**config.mk**
```make
export PLATFORM = sky130hd
export DESIGN_NAME = demux16_skid
export DESIGN_NICKNAME = d
export VERILOG_FILES = /design/src/rtl/demux16_skid.sv
export SDC_FILE = /design/constraint.sdc
export NUM_CORES = 1
export LEC_CHECK = 0
export CAP_MARGIN = 10
export CORE_ASPECT_RATIO = 0.7
export CORE_MARGIN = 8
export CORE_UTILIZATION = 50
export CTS_CLUSTER_DIAMETER = 120
export DETAILED_ROUTE_END_ITERATION = 10
export PLACE_DENSITY_LB_ADDON = 0.15
export SYNTH_ARGS = -nofsm -noshare
export SYNTH_HDL_FRONTEND = slang
export SYNTH_SLANG_ARGS = --single-unit
```
**constraint.sdc**
```tcl
create_clock -name clk -period 4.75 [get_ports clk]
set_clock_uncertainty 0.1 [all_clocks]
set_input_delay 0.475 -clock clk [delete_from_list [all_inputs] [get_ports clk]]
set_output_delay 0.475 -clock clk [all_outputs]
set_load 0.05 [all_outputs]
```
**src/rtl/demux16_skid.sv**
```systemverilog
// demux16_skid: 1-to-16 routing stage with a two-entry skid buffer.
// One word plus a 4-bit destination index enters on a valid/ready channel
// and leaves on exactly one of 16 valid/ready output channels.
// Optional build macro DEMUX16_CNT_EN adds per-channel drain counters
// (xfer_cnt) with a synchronous clear (cnt_clr).
//
// Handshake rules (all channels): a transfer happens on a rising clk edge
// where valid and ready are both 1; the sender holds valid/payload until
// then. in_ready is a pure register and never depends on out_ready in the
// same cycle. Only the head entry's channel can see valid, and the head
// entry drains when out_ready of that channel is 1.
module demux16_skid #(
  parameter int WIDTH = 32
) (
  input  logic              clk,
  input  logic              rst_n,
  input  logic              in_valid,
  output logic              in_ready,
  input  logic [3:0]        in_sel,
  input  logic [WIDTH-1:0]  in_data,
  output logic [15:0]       out_valid,
  input  logic [15:0]       out_ready,
  output logic [WIDTH-1:0]  out_data,
  output logic [1:0]        occupancy
`ifdef DEMUX16_CNT_EN
  ,
  input  logic              cnt_clr,
  output logic [127:0]      xfer_cnt
`endif
);

  // State encoding doubles as the entry count.
  localparam logic [1:0] ST_EMPTY = 2'd0;
  localparam logic [1:0] ST_ONE   = 2'd1;
  localparam logic [1:0] ST_TWO   = 2'd2;

  logic [1:0]       r_state;
  logic             r_in_ready;
  logic [3:0]       r_head_sel;
  logic [WIDTH-1:0] r_head_data;
  logic [3:0]       r_tail_sel;
  logic [WIDTH-1:0] r_tail_data;

  logic             w_accept;
  logic             w_drain;
  logic [1:0]       w_next_state;
  logic             w_head_from_in;
  logic             w_tail_from_in;
  logic             w_head_from_tail;
  logic [15:0]      w_out_valid;

  assign w_accept = in_valid & r_in_ready;
  assign w_drain  = (r_state != ST_EMPTY) & out_ready[r_head_sel];

  // Next-state and entry-load decisions for the skid FIFO.
  always_comb begin
    w_next_state     = r_state;
    w_head_from_in   = 1'b0;
    w_tail_from_in   = 1'b0;
    w_head_from_tail = 1'b0;
    case (r_state)
      ST_EMPTY: begin
        if (w_accept) begin
          w_next_state   = ST_ONE;
          w_head_from_in = 1'b1;
        end
      end
      ST_ONE: begin
        if (w_accept && w_drain) begin
          w_next_state   = ST_ONE;
          w_head_from_in = 1'b1;
        end else if (w_accept) begin
          w_next_state   = ST_TWO;
          w_tail_from_in = 1'b1;
        end else if (w_drain) begin
          w_next_state   = ST_EMPTY;
        end
      end
      ST_TWO: begin
        // in_ready is 0 here, so only a drain can happen.
        if (w_drain) begin
          w_next_state     = ST_ONE;
          w_head_from_tail = 1'b1;
        end
      end
      default: begin
        w_next_state = ST_EMPTY;
      end
    endcase
  end

  // State and registered in_ready; in_ready drops only when the buffer fills.
  always_ff @(posedge clk or negedge rst_n) begin
    if (!rst_n) begin
      r_state    <= ST_EMPTY;
      r_in_ready <= 1'b0;
    end else begin
      r_state    <= w_next_state;
      r_in_ready <= (w_next_state != ST_TWO);
    end
  end

  // Head entry: loaded from the input or promoted from the tail.
  always_ff @(posedge clk or negedge rst_n) begin
    if (!rst_n) begin
      r_head_sel  <= 4'd0;
      r_head_data <= '0;
    end else if (w_head_from_in) begin
      r_head_sel  <= in_sel;
      r_head_data <= in_data;
    end else if (w_head_from_tail) begin
      r_head_sel  <= r_tail_sel;
      r_head_data <= r_tail_data;
    end
  end

  // Tail entry: the skid slot, written only when the head is stalled.
  always_ff @(posedge clk or negedge rst_n) begin
    if (!rst_n) begin
      r_tail_sel  <= 4'd0;
      r_tail_data <= '0;
    end else if (w_tail_from_in) begin
      r_tail_sel  <= in_sel;
      r_tail_data <= in_data;
    end
  end

  // One-hot valid decode of the head's destination.
  always_comb begin
    w_out_valid = 16'd0;
    if (r_state != ST_EMPTY) begin
      w_out_valid[r_head_sel] = 1'b1;
    end
  end

  assign out_valid = w_out_valid;
  assign out_data  = r_head_data;
  assign in_ready  = r_in_ready;
  assign occupancy = r_state;

`ifdef DEMUX16_CNT_EN
  logic [7:0] r_cnt [16];

  // Per-channel drain counters; clear wins over a coincident drain.
  always_ff @(posedge clk or negedge rst_n) begin
    if (!rst_n) begin
      for (int k = 0; k < 16; k++) r_cnt[k] <= 8'd0;
    end else if (cnt_clr) begin
      for (int k = 0; k < 16; k++) r_cnt[k] <= 8'd0;
    end else if (w_drain) begin
      r_cnt[r_head_sel] <= r_cnt[r_head_sel] + 8'd1;
    end
  end

  for (genvar g = 0; g < 16; g++) begin : g_cnt_flat
    assign xfer_cnt[8*g +: 8] = r_cnt[g];
  end
`endif

endmodule

```
==> results.yml, run 1 <==
timing:
  max_slew.worst_pin.slew_ps: 922.2
  timing.final.hold_violations: 0
  final-max-slew-violation-count: 0
  report.final.setup_viol: 0
  timing.slew.headroom_pct: 38.52
  post-route-period-util_pct: 72.63
  finalSetupTns_ps: 0
  setup_ws_ps: 1300
  clock.fmax_mhz: 289.9
  post-route-min-period_ps: 3450
  rsz0062_at_grt: "no"
finish:
  syn_to_layout_area_delta_pct: 37.92
  final_design_area_excluding_fillers_mm2: 0.004742
  n_antenna_cell: 0
  layout.nets: 415
  layout-drive-gt1-share_pct: 10.96
worst_setup_path:
  crit_arrival_ps: 3580
  cp_data_required_time_ps: 4880
  crit-reg2reg-capture: "r_tail_sel[0]"
  rrSetupSlack_ps: 1300
  endpoint_kind: "flop"
  worst_r2r_path_depth: 5
  critPathLaunch: "r_head_sel[1]"
  cp_max_fo: 36
  worstSetupPathType: "reg2reg"
  crit_path_start_kind: "flop"
  worstReg2RegStart: "r_head_sel[1]"
  crit_path_end: "r_tail_sel[0]"
synthesis:
  synth_commonest_cells: "dfrtp_1 (75), o21a_1 (33), o32a_1 (33)"
  synth.lib_cells_used.distinct: 31
  synth-edff-count: 0
  synth.area.top_cells: "dfrtp_1 (55%), mux2_1 (9.8%), o32a_1 (9.6%), o21a_1 (7.2%), mux2_2 (2.9%)"
  synth_fp_nets: 318
  synth_area_mm2: 0.003438
  async_reset_ff_share_pct: 100.0
  netlist.area_leader.share_pct: 54.59
  synth.most_common_cell: "dfrtp_1"
  ys.flop_type: "dfrtp_1"
  synth_seq_cells: 75
  yosysTopAreaCell: "dfrtp_1"
  average_footprint_of_a_synthesized_cell_um2: 13.07
  synthCells: 263
  synth.yosys.seq_area_share_pct: 54.59
  ys_warn_count: 0
power:
  clkPwrFrac_pct: 13.7
  seqPwrFrac_pct: 30.9
  p_switching_mw: 1.778
  cell_area_power_density_mw_per_mm2: 823.9
  power.switching_fraction_pct: 45.51
  report.power.total_mw: 3.907
  comb_power_share_pct: 55.4
  cellInternalPower_mw: 2.129
  leakagePower_nw: 1.820
  max-vdd-ir-drop_uv: 472.7
job:
  count_of_max_cap_constraint_violations: 0
floorplan:
  die_height_um: 85.38
  dieArea_mm2: 0.009829
  initial_core_util_pct: 51.36
  die_w_um: 115.1
  core_mm2: 0.006694
  ios: 106
  num_rows: 25
grt:
  grt_max_degree: 76
  antenna_found_initial: 0
  wire_length_of_the_first_global_routing_pass_um: 14300
  global_route.usage.total_pct: 18.25
  globalRoute.totalOverflow: 0
  grt_pass1_vias: 2791
clocking:
  total_of_hold_buffers_inserted_after_clock_tree_synthesis: 0
  clkSlewWorstSetupHoldPaths_ps: 80
  clock_tree.htree_level_count: 3
  post_cts.repair.setup_buffers: 0
  cts-root-to-sink-buffers: 2
  cts_tree: "built"
  root_buffer: "clkbuf_8"
  clock_sinks: 75
  cts-buffers-inserted: 9
  ctsResizeCount: 0
  insertion_delay_ps: 340
drt:
  vias: 2603
  post_drt_wl_per_cell_um: 19.02
  detail_route.drc_violations: 0
  first_pass_iters: 4
  viasPerCell: 5.671
  ant_nets: 0
  detailedRoute.firstIterationViolations: 138
  finalWirelength_um: 8729
status:
  outcome: "finished clean"
placement:
  gp_routability_congestion: 0.7914
  dpl_cell_area_mm2: 0.004524
  placement.io_buffers: 105
  hpwl_um: 6019
  dp_slack_ps: 1028
worst_hold_path:
  min-delay-path-class: "in2async"
flip-flops by register name (all words and copies together), names as in the netlist:
| register | count |
|---|---|
| out_data | 32 |
| r_tail_data | 32 |
| r_head_sel | 4 |
| r_tail_sel | 4 |
| occupancy | 2 |
| in_ready | 1 |
critical path: stages, from the launching register on:
cell and delay [ps]:
dfrtp_1 580, mux4_2 560, mux2_2 350, mux2i_4 630, nand3_4 590, mux2_1 500
power by group through the flow:
stage	clock, mW	combinational [mW]	sequential [mW]
floorplan	0	1.11	1.64
global placement	0	2.14	1.20
detailed placement	0	2.18	1.22
CTS	0.548	2.19	1.21
global route	0.574	2.30	1.25
finish	0.536	2.16	1.21
cell type report:
cell class | instances | area, µm²
Clock buffer | 10 | 127.6
Clock inverter | 6 | 90.09
Fill cell | 506 | 1952
Inverter | 1 | 3.754
Multi-Input combinational cell | 164 | 1448
Sequential cell | 75 | 1877
Tap cell | 94 | 117.6
Timing Repair Buffer | 109 | 1079
worst min-delay path by stage:
stage / from / end / slack, ps
finish: rst_n / out_data[17] / 150
floorplan: rst_n / in_ready / 80
global route: rst_n / out_data[17] / 210
detailed placement: out_data[13] / out_data[13] / 380
global placement: out_data[4] / out_data[4] / 370
CTS: rst_n / out_data[17] / 180
cells by family (layout without fill, tap and decap cells):
logic type / after synthesis / after routing / synth area share, %
compound gates: 75 / 75 / 19.03
buf+inv: 24 / 126 / 3.748
flops: 75 / 75 / 54.59
mux: 46 / 46 / 16.63
simple gates: 43 / 43 / 6.005
cells in the final DEF (no fill, tap or decap):
cell	count
clkdlybuf4s50_1	104
or3b_2	1
nand2b_1	4
o32a_1	33
clkinv_4	2
nor2b_1	1
inv_1	1
nand2_1	8
o211ai_1	2
dfrtp_1	75
mux2_2	9
nand3_1	1
nor3_1	4
o221ai_4	1
o21ai_2	1
nand3_4	1
mux2_1	30
mux2i_4	1
bufinv_16	2
clkbuf_8	9
nor2_1	21
a41oi_1	1
mux2i_1	2
o221a_2	2
buf_4	5
clkinvlp_4	1
a21oi_1	2
clkbuf_1	1
clkinv_2	1
nand4b_1	1
o21a_1	33
or3_1	1
mux4_2	4
layer usage:
metal | wire length [µm] | vias up | global-route usage, % | share of wire (%)
li1 | - | 1191 | - | -
met4 | 78 | 0 | 5.344 | 0.89
met2 | 3932 | 95 | 28.15 | 45
met3 | 654 | 9 | 5.882 | 7.5
met5 | 0 | - | 0 | 0
met1 | 4063 | 1308 | 23.92 | 47
per-stage QoR:
step                      cells  hold WS, ps  util, %
after floorplan             263        79.41        -
after global placement      443        371.2    67.59
after detailed placement    443        378.7    67.59
after CTS                   459        180.6    70.84
after global routing        459        213.2    70.84
final                       459        151.7    70.84
Note: power is estimated with default switching activity, not from simulation.
==> run 2, diff against run 1 <==
--- a/config.mk
+++ b/config.mk
@@ -8,7 +8,7 @@
 export CAP_MARGIN = 10
 export CORE_ASPECT_RATIO = 0.7
 export CORE_MARGIN = 8
-export CORE_UTILIZATION = 50
+export CORE_UTILIZATION = 42
 export CTS_CLUSTER_DIAMETER = 120
 export DETAILED_ROUTE_END_ITERATION = 10
 export PLACE_DENSITY_LB_ADDON = 0.15
==> constraint.sdc (replaced) <==
create_clock -name clk -period 2.9 [get_ports clk]
set_clock_uncertainty 0.1 [all_clocks]
set_input_delay 0.29 -clock clk [delete_from_list [all_inputs] [get_ports clk]]
set_output_delay 0.29 -clock clk [all_outputs]
set_load 0.05 [all_outputs]
==> results.yml, run 2 (synthesis results as in run 1) <==
finish:
  seqCellArea_mm2: 0.001877
  layout.nets: 424
  n_antenna_cell: 0
  layout-drive-gt1-share_pct: 13.67
  most-common-layout-cells: "clkdlybuf4s50_1 (103), dfrtp_1 (75), o32a_1 (33), o21a_1 (33), mux2_1 (30)"
  layout.cells.non_filler: 474
  multiInputGateArea_mm2: 0.001455
  fillCellCount: 619
  commonest_non_fill_non_tap_cell_in_the_layout: "clkdlybuf4s50_1"
  syn_to_layout_area_delta_pct: 42.50
  final_design_area_excluding_fillers_mm2: 0.004900
clocking:
  cts-buffers-inserted: 9
  cts_tree: "built"
  clock_tree.htree_level_count: 3
  total_of_hold_buffers_inserted_after_clock_tree_synthesis: 0
  ctsResizeCount: 0
  post_cts.repair.setup_buffers: 0
  insertion_delay_ps: 330
  cts-root-to-sink-buffers: 2
  root_buffer: "clkbuf_16"
  clock_sinks: 75
  clkSlewWorstSetupHoldPaths_ps: 50
placement:
  placement.io_buffers: 105
  gp_routability_congestion: 0.7792
  hpwl_um: 6230
  dpl_cell_area_mm2: 0.004606
  post-place-cells: 459
floorplan:
  die_w_um: 124.1
  initial_core_util_pct: 43.49
  num_rows: 27
  core_mm2: 0.007905
  ios: 106
  dieArea_mm2: 0.01138
  die_height_um: 91.70
power:
  max-vdd-ir-drop_uv: 750.4
  cell_area_power_density_mw_per_mm2: 1380
  report.power.total_mw: 6.761
  leakagePower_nw: 1.901
timing:
  report.final.setup_viol: 0
  post-route-period-util_pct: 95.79
  timing.final.hold_violations: 0
  timing.slew.headroom_pct: 37.34
  finalSetupTns_ps: 0
  max_slew.worst_pin.slew_ps: 939.9
  final-max-slew-violation-count: 0
  clock.fmax_mhz: 360.0
  rsz0062_at_grt: "no"
  timing.hold.ws_ps: 13.26
  post-route-min-period_ps: 2778
grt:
  globalRoute.totalOverflow: 0
  wire_length_of_the_first_global_routing_pass_um: 15010
  antenna_found_initial: 0
  grt_pass1_vias: 2812
  global_route.usage.total_pct: 16.79
  grt_max_degree: 76
worst_setup_path:
  crit_arrival_ps: 2390
  endpoint_kind: "output pin"
  worstSetupPathType: "reg2out"
  worst_r2r_path_depth: 7
  cp_data_required_time_ps: 2510
  crit_path_start_kind: "flop"
  cp_max_fo: 10
status:
  outcome: "finished clean"
drt:
  viasPerCell: 5.519
  detailedRoute.firstIterationViolations: 131
  first_pass_iters: 4
  detail_route.drc_violations: 0
  vias: 2616
  ant_nets: 0
  finalWirelength_um: 9141
  post_drt_wl_per_cell_um: 19.28
job:
  count_of_max_cap_constraint_violations: 0
worst_hold_path:
  min-delay-path-class: "in2async"
run 2: worst paths after layout:
kind	start	to	slack [ps]
worst max-delay path	r_head_sel[1]	out_valid[9]	120
worst min-delay path	rst_n	r_tail_data[18]	10
worst max register to register	r_head_sel[1]	out_data[21]	250
worst min register to register	out_data[8]	out_data[8]	390
max in group asynchronous	rst_n	occupancy[1]	2090
min in group clk	out_data[8]	out_data[8]	390
run 2: through the flow:
stage          setup slack [ps]  utilization, %
2_1_floorplan             2.904               -
3_3_place_gp              311.6           58.26
3_5_place_dp              240.7           58.26
4_1_cts                   111.5           61.98
5_1_grt                   38.41           61.98
6_report                  122.0           61.98
run 2: layer usage:
layer / track usage [%] / vias up / share of wire (%)
li1: - / 1204 / -
met1: 21.94 / 1314 / 46
met2: 24.83 / 87 / 44
met3: 7.165 / 11 / 8.9
met4: 4.738 / 0 / 1.2
met5: 0 / - / 0
run 2: layout make-up:
class | instances | share of cell area [%]
clock buffer | 11 | 4.954
clock inverter | 4 | 1.047
inverter | 1 | 0.07661
multi-input combinational | 164 | 29.70
sequential | 75 | 38.30
tap | 101 | 2.579
timing repair buffer | 118 | 23.34
run 2: power by group:
group	internal [mW]	leakage [nW]	switching (mW)	total (mW)
clock	0.684	0.142	0.406	1.09
sequential	1.60	0.864	0.386	1.98
combinational	1.51	0.895	2.18	3.69
total	3.79	1.90	2.98	6.76
run 2: critical path, cell delays in order (launching register included):
cell	delay, ps
dfrtp_1	530
or3b_2	590
nor2_1	120
clkdlybuf4s50_1	820
